**src/rtl/fetch_pc_unit_pkg.sv**
```systemverilog
// Shared constants for the instruction-fetch front end.
package fetch_pc_unit_pkg;

    localparam logic RST_ENABLE   = 1'b1;
    localparam logic CHIP_ENABLE  = 1'b1;
    localparam logic CHIP_DISABLE = 1'b0;
    localparam logic STALL        = 1'b1;
    localparam logic FLUSH        = 1'b1;

    localparam int unsigned INST_ADDR_BUS = 32;
    localparam int unsigned INST_BUS      = 32;

    localparam logic [INST_BUS-1:0] ZERO_WORD = '0;

endpackage

```
**src/rtl/if_id_reg.sv**
```systemverilog
// IF/ID pipeline register: flush clears, ID stall holds, IF-only stall injects a bubble.
module if_id_reg
    import fetch_pc_unit_pkg::*;
#(
    parameter int unsigned ADDR_W = INST_ADDR_BUS,
    parameter int unsigned INST_W = INST_BUS
) (
    input  logic              clk,
    input  logic              rst,
    input  logic              flush_i,
    input  logic              stall_if_i,
    input  logic              stall_id_i,
    input  logic [ADDR_W-1:0] if_pc_i,
    input  logic [INST_W-1:0] if_inst_i,
    input  logic              if_valid_i,
    output logic [ADDR_W-1:0] id_pc_o,
    output logic [INST_W-1:0] id_inst_o,
    output logic              id_valid_o
);

    logic [ADDR_W-1:0] pc_q, pc_d;
    logic [INST_W-1:0] inst_q, inst_d;
    logic              valid_q, valid_d;

    always_comb begin
        pc_d    = pc_q;
        inst_d  = inst_q;
        valid_d = valid_q;
        if (rst == RST_ENABLE || flush_i == FLUSH) begin
            pc_d    = '0;
            inst_d  = '0;
            valid_d = 1'b0;
        end else if (stall_id_i == STALL) begin
            // hold
        end else if (stall_if_i == STALL) begin
            pc_d    = '0;
            inst_d  = '0;
            valid_d = 1'b0;
        end else begin
            pc_d    = if_pc_i;
            inst_d  = if_inst_i;
            valid_d = if_valid_i;
        end
    end

    always_ff @(posedge clk) begin
        pc_q    <= pc_d;
        inst_q  <= inst_d;
        valid_q <= valid_d;
    end

    assign id_pc_o    = pc_q;
    assign id_inst_o  = inst_q;
    assign id_valid_o = valid_q;

endmodule

```
**src/rtl/fetch_pc_unit.sv**
```systemverilog
// Fetch front end: program counter, redirect/pending logic and ROM interface.
module fetch_pc_unit
    import fetch_pc_unit_pkg::*;
#(
    parameter logic [31:0] RESET_PC = 32'h0000_0000,
    parameter int unsigned ADDR_W   = INST_ADDR_BUS,
    parameter int unsigned INST_W   = INST_BUS
) (
    input  logic              clk,
    input  logic              rst,
    input  logic              stall_if_i,
    input  logic              stall_id_i,
    input  logic              flush_i,
    input  logic [ADDR_W-1:0] flush_pc_i,
    input  logic              branch_flag_i,
    input  logic [ADDR_W-1:0] branch_target_i,
    input  logic [INST_W-1:0] rom_data_i,
    output logic [ADDR_W-1:0] rom_addr_o,
    output logic              rom_ce_o,
    output logic [ADDR_W-1:0] id_pc_o,
    output logic [INST_W-1:0] id_inst_o,
    output logic              id_valid_o
);

    localparam logic [ADDR_W-1:0] AlignMask = ~ADDR_W'(3);

    logic [ADDR_W-1:0] pc_q, pc_d;
    logic              ce_q, ce_d;
    logic              pend_valid_q, pend_valid_d;
    logic [ADDR_W-1:0] pend_target_q, pend_target_d;

    always_comb begin
        pc_d          = pc_q;
        ce_d          = CHIP_ENABLE;
        pend_valid_d  = pend_valid_q;
        pend_target_d = pend_target_q;
        if (rst == RST_ENABLE) begin
            pc_d          = ADDR_W'(RESET_PC);
            ce_d          = CHIP_DISABLE;
            pend_valid_d  = 1'b0;
            pend_target_d = '0;
        end else if (ce_q == CHIP_DISABLE) begin
            // first enabled cycle fetches RESET_PC itself
        end else if (flush_i == FLUSH) begin
            pc_d         = flush_pc_i & AlignMask;
            pend_valid_d = 1'b0;
        end else if (stall_if_i == STALL) begin
            // a branch resolved while IF is frozen must not be lost
            if (branch_flag_i) begin
                pend_valid_d  = 1'b1;
                pend_target_d = branch_target_i & AlignMask;
            end
        end else if (pend_valid_q) begin
            pc_d         = pend_target_q;
            pend_valid_d = 1'b0;
        end else if (branch_flag_i) begin
            pc_d = branch_target_i & AlignMask;
        end else begin
            pc_d = pc_q + ADDR_W'(4);
        end
    end

    always_ff @(posedge clk) begin
        pc_q          <= pc_d;
        ce_q          <= ce_d;
        pend_valid_q  <= pend_valid_d;
        pend_target_q <= pend_target_d;
    end

    assign rom_addr_o = pc_q;
    assign rom_ce_o   = ce_q;

    if_id_reg #(
        .ADDR_W(ADDR_W),
        .INST_W(INST_W)
    ) u_if_id_reg (
        .clk       (clk),
        .rst       (rst),
        .flush_i   (flush_i),
        .stall_if_i(stall_if_i),
        .stall_id_i(stall_id_i),
        .if_pc_i   (pc_q),
        .if_inst_i (rom_data_i),
        .if_valid_i(ce_q),
        .id_pc_o   (id_pc_o),
        .id_inst_o (id_inst_o),
        .id_valid_o(id_valid_o)
    );

endmodule

```
**config.mk**
```make
export PLATFORM = sky130hd
export DESIGN_NAME = fetch_pc_unit
export DESIGN_NICKNAME = d
export VERILOG_FILES = /design/src/rtl/fetch_pc_unit_pkg.sv /design/src/rtl/if_id_reg.sv /design/src/rtl/fetch_pc_unit.sv
export SDC_FILE = /design/constraint.sdc
export NUM_CORES = 1
export LEC_CHECK = 0
export ABC_AREA = 1
export BUFFER_PORTS_ARGS = -buffer_cell sky130_fd_sc_hd__buf_2
export CORE_MARGIN = 10
export CORE_UTILIZATION = 25
export CTS_CLUSTER_DIAMETER = 150
export DETAILED_ROUTE_END_ITERATION = 10
export SETUP_SLACK_MARGIN = 0.2
export SKIP_CTS_REPAIR_TIMING = 1
export SYNTH_ARGS = -nofsm -noshare
export SYNTH_HDL_FRONTEND = slang
export SYNTH_SLANG_ARGS = --single-unit
export TNS_END_PERCENT = 20
```
**constraint.sdc**
```tcl
create_clock -name clk -period 2.2 [get_ports clk]
set_clock_uncertainty 0.15 [all_clocks]
set_input_delay 0.44 -clock clk [delete_from_list [all_inputs] [get_ports clk]]
set_output_delay 0.44 -clock clk [all_outputs]
set_load 0.01 [all_outputs]
```
==> results of run 1 <==
## cells by family after synthesis
kind of cell	count (synthesis)
simple gates	397
buf+inv	117
xor+xnor	7
compound gates	213
flops	126
other cells	1
fa+ha+maj	1
## power groups by stage
stage,Sequential (mW),Clock [mW],Combinational (mW)
after global placement,2.49,0,0.721
after floorplan,2.50,0,0.372
final,2.44,2.83,0.726
after global routing,2.45,2.99,0.802
after detailed placement,2.49,0,0.722
after CTS,2.44,2.89,0.726
## Yosys cell counts
library cell  count  area share (%)
nand4_1           1            0.10
nand3_1          60             5.0
nand2_1         176              11
o21ai_0          77             6.4
nor2_4            9             1.7
nor3_1           37             3.1
o21a_1            1            0.12
nand2_4           1            0.19
o22ai_1           5            0.52
nand2_2           7            0.73
buf_4             3            0.37
buf_6             1            0.19
inv_1            57             3.6
buf_1            10            0.62
dfxtp_1         126              42
a21oi_1          70             5.8
o211ai_1          5            0.62
o21ai_1          16             1.3
a22oi_1          37             4.6
nand3_2           2            0.33
a21boi_0          1            0.12
and2_1            2            0.21
inv_2             1           0.062
nor2_2            6            0.62
or2_2             1            0.10
xor2_1            5            0.73
inv_6             1            0.15
a221oi_1          1            0.15
and3_1            1            0.10
nor2_1           94             5.9
buf_2            15             1.2
xnor2_1           2            0.29
clkinv_1          1           0.062
ha_1              1            0.21
conb_1            1           0.062
clkbuf_1         28             1.7
## worst max-delay path: stages (launching register included)
cell	delay, ps
dfxtp_1	470
nand2_1	120
nor2_1	180
nand2_1	170
nor2_1	220
nand2_1	80
nand2_1	60
nand3_1	110
nand2_1	80
nand2_1	70
nand2_1	80
o21ai_1	60
## area by class of cell
type	count	area, um^2
antenna	3	7.51
timing repair buffer	219	1210
inverter	60	230
clock buffer	26	519
tap	319	399
sequential	126	2530
fill	2601	15500
multi-input combinational	620	3020
clock inverter	5	77.6
## sequential cells by signal (all words and copies together) (netlist names)
| name | flops |
|---|---|
| rom_addr_o | 30 |
| pend_target_q | 30 |
| u_if_id_reg.id_valid_o | 1 |
| u_if_id_reg.id_inst_o | 32 |
| u_if_id_reg.id_pc_o | 31 |
| rom_ce_o | 1 |
| pend_valid_q | 1 |
## worst max path at each step
stage                        start              to  slack [ps]  depth (start not counted)
floorplan            rom_addr_o[3]  rom_addr_o[26]         490                         12
global route         rom_addr_o[3]  rom_addr_o[26]         150                         12
finish              rom_addr_o[11]  rom_addr_o[23]         250                         11
CTS                  rom_addr_o[3]  rom_addr_o[26]         250                         12
global placement    rom_addr_o[18]  rom_addr_o[27]         280                         11
detailed placement  rom_addr_o[18]  rom_addr_o[27]         260                         11
## layer usage
layer | track usage (%) | vias to the layer above | routed length, um
met5 | 0 | - | 9
met4 | 6.68 | 2 | 758
met3 | 3.26 | 38 | 1230
met2 | 22.9 | 220 | 10800
met1 | 19.6 | 2920 | 11000
li1 | - | 3230 | -
==> results.toml, run 1 <==
[hold_path]
min_delay_path_depth = 3
hp-start = "flush_pc_i[5]"
min_path_type = "primary input to flip-flop"
min_delay_worst_endpoint = "rom_addr_o[5]"

[cells_and_area]
most-common-layout-cells = "buf_2 (193), nand2_1 (176), dfxtp_1 (120)"
drive_gt1_share_pct = 26.9
fin_area_um2 = 8000
layout_commonest_cell = "buf_2"
post-route-util_pct = 34.0
final_cells = 1378
syn2layout_area_growth_pct = 33.0
fin_nets = 1147

[outcome]
status = "complete, no violations"

[power]
cellLeakagePower_nw = 3.56
ir_worst_vdd_uv = 490
power_frac_comb_pct = 12.1
power.net_switching_mw = 1.53
p_seq_share_pct = 40.7
p_clk_share_pct = 47.2
sw_frac_of_total_pct = 25.5
total_power_mw = 6.00
power_density_nw_per_um2 = 750
p_int_mw = 4.47

[setup_path]
r2r-end = "rom_addr_o[23]"
reg2reg_depth = 11
worstPathArrival_ps = 2110
crit_path_max_fanout = 6
worstSetupStartpointType = "flip-flop"
worstPathRequired_ps = 2350
r2r-start = "rom_addr_o[11]"
worstSetupPathType = "flip-flop to flip-flop"
reg2reg_slack_ps = 250
endpoint_kind = "flip-flop"

[clock_network]
cts_root_buffer = "clkbuf_16"
cts_buffer_depth = 2
insertion_delay_ps = 420
cts_buffers = 17
htreeDepth = 4
cts_sinks = 126
clkTransAtPathRegs_ps = 60
cts_tree = "built"

[placement]
place.gp.congestion = 0.917
port_buffers = 193
dp_hpwl_mm = 18.4
place_ws_ps = 264
placed_cells_incl_taps = 1341
place_area_um2 = 7360

[floorplan]
io_pins = 200
die_area_um2 = 30700
fp.dieW_um = 175
rows = 56
coreArea_um2 = 23500
die_y_um = 175
start_util_pct = 25.5

[sta]
final_hold_viol_count = 0
fin_crit_ps = 1950
setup_ws_ps = 247
fin_crit_sh_pct = 88.8
rsz0062_at_grt = "true"
maxSlewHeadroom_pct = 51.3
finalSetupViolations = 0
whs_ps = 118
timing.fmax_mhz = 512
fin_tns_setup_ps = 0
slew_violations = 0
worstMarginPinSlew_ps = 729

[synth]
muxShareOfSynthArea_pct = 0
synthCells = 862
syn_area_per_cell_um2 = 6.97
synthSimpleGateAreaFrac_pct = 29.0
synth_xor_area_share_pct = 1.02
yosysWarnings = 0
synth_fa_ha_area_share_pct = 0.208
synth_top_family_by_area = "simple AND/OR/NAND/NOR gates"
seq_area_frac_synth_pct = 42.0
synth_compound_area_share_pct = 19.7
netlist_area_um2 = 6010
ys_seq_elements = 126
ys_types = 36

[routing]
postRouteAntennaNets = 0
drtIter0Drc = 598
wire_per_inst_um = 17.3
drt-vias-per-instance = 4.65
postRouteWirelength_mm = 23.8
dr.pass1.iters = 5
routed-via-count = 6410
drc = 0

[global_routing]
grt-ovfl-total = 0
grt_pass1_vias = 6052
grt_pass1_wl_mm = 35.8
track_usage_pct = 14.9
grt_max_degree = 55
antenna_found_initial = 4

[run]
drv_cap = 0
No activity file was read; power rests on OpenSTA's default activity.
==> run 2, diff against run 1 <==
Settings changed: CORE_MARGIN 10 to unset.
==> run 2 against run 1 <==
Against the previous run:
- fmax is 3.4% higher
- clock power up 17%
- non-clock buffer count down 2
- largest cell class unchanged
- critical path type unchanged
- combinational power down 1%
==> results.toml, run 2 (synthesis gave the netlist of run 1 again) <==
[power]
power.net_switching_mw = 1.58
p_int_mw = 4.89
p_clk_share_pct = 51.1
p_seq_share_pct = 37.8
power_density_nw_per_um2 = 803
sw_frac_of_total_pct = 24.4
ir_worst_vdd_uv = 529
cellLeakagePower_nw = 3.59
power_frac_comb_pct = 11.1

[routing]
postRouteAntennaNets = 0
wire_per_inst_um = 15.9
drc = 0
dr.pass1.iters = 5
drtIter0Drc = 667
routed-via-count = 6430
drt-vias-per-instance = 4.67
postRouteWirelength_mm = 21.9

[sta]
whs_ps = 109
fin_tns_setup_ps = 0
rsz0062_at_grt = "true"
slew_violations = 0
fin_crit_ps = 1890
worstMarginPinSlew_ps = 519
fin_crit_sh_pct = 85.9
timing.fmax_mhz = 529
setup_ws_ps = 310
final_hold_viol_count = 0
finalSetupViolations = 0
maxSlewHeadroom_pct = 65.4

[clock_network]
cts_buffer_depth = 2
clkTransAtPathRegs_ps = 60
cts_buffers = 17
cts_tree = "built"
htreeDepth = 4
insertion_delay_ps = 430
cts_sinks = 126
cts_root_buffer = "clkbuf_16"

[placement]
placed_cells_incl_taps = 1342
dp_hpwl_mm = 16.6
port_buffers = 193
place.gp.congestion = 0.916
place_ws_ps = 218

[floorplan]
die_area_um2 = 24700
rows = 56
fp.dieW_um = 157
coreArea_um2 = 23500
io_pins = 200
die_y_um = 157
start_util_pct = 25.5

[setup_path]
worstSetupStartpointType = "flip-flop"
worstPathRequired_ps = 2360
crit_path_max_fanout = 5
worstPathArrival_ps = 2050
reg2reg_depth = 12
worstSetupPathType = "flip-flop to flip-flop"
endpoint_kind = "flip-flop"

[global_routing]
antenna_found_initial = 2
grt_pass1_wl_mm = 32.7
track_usage_pct = 17.6
grt_max_degree = 54
grt_pass1_vias = 5765
grt-ovfl-total = 0

[run]
drv_cap = 0

[outcome]
status = "complete, no violations"

[cells_and_area]
fin_nets = 1145
final_cells = 1376
largest_reg_flops = 32
most-common-layout-cells = "buf_2 (193), nand2_1 (176), dfxtp_1 (121)"
layout_commonest_cell = "buf_2"
fillers = 2560
post-route-util_pct = 34.2
syn2layout_area_growth_pct = 33.9
drive_gt1_share_pct = 26.8

[hold_path]
min_path_type = "primary input to flip-flop"
min_delay_path_depth = 3
run 2: area by class of cell:
| class | count | area, um^2 | share of cell area [%] |
|---|---|---|---|
| clock buffers | 20 | 447 | 5.55 |
| multi-input cells | 620 | 3020 | 37.5 |
| flip-flops and latches | 126 | 2530 | 31.4 |
| clock inverters | 12 | 239 | 2.97 |
| repair buffers | 217 | 1180 | 14.7 |
| inverters | 60 | 230 | 2.86 |
| well taps | 319 | 399 | 4.96 |
| diodes | 2 | 5.00 | 0.0622 |
run 2: final timing paths:
path / start / to / slack [ps]
worst max-delay path: rom_addr_o[2] / rom_addr_o[26] / 310
worst min-delay path: branch_target_i[2] / pend_target_q[2] / 110
worst max register to register: rom_addr_o[2] / rom_addr_o[26] / 310
worst min register to register: pend_target_q[8] / pend_target_q[8] / 300
run 2: critical path, cell delays in order (launching register included):
cell,delay (ps)
dfxtp_2,370
ha_2,220
nand2_2,90
nor2_4,170
nand2_4,100
nor2_4,150
nand3_1,80
nand3_1,130
nand2_1,60
nand2_1,60
nand2_1,50
nand2_1,100
nand2_1,50
run 2: per-stage QoR:
step / cell area [um^2] / total power [mW]
final: 8050 / 6.47
after global routing: 8050 / 6.71
after CTS: 8040 / 6.52
after detailed placement: 7350 / 3.20
after global placement: 7350 / 3.20
after floorplan: 6020 / 2.87
run 2: routing by layer:
| metal | track usage, % | up-vias | part of all wire (%) |
|---|---|---|---|
| li1 | - | 3229 | - |
| met1 | 24.3 | 2969 | 47 |
| met2 | 26.5 | 204 | 45 |
| met3 | 3.41 | 28 | 5.5 |
| met4 | 7.26 | 0 | 2.2 |
| met5 | 0 | - | 0 |
run 2: power groups by stage:
stage | Clock (mW) | Combinational (mW) | Sequential, mW
2_1_floorplan | 0 | 0.372 | 2.50
3_3_place_gp | 0 | 0.709 | 2.49
3_5_place_dp | 0 | 0.711 | 2.49
4_1_cts | 3.36 | 0.715 | 2.44
5_1_grt | 3.46 | 0.793 | 2.46
6_report | 3.31 | 0.716 | 2.45
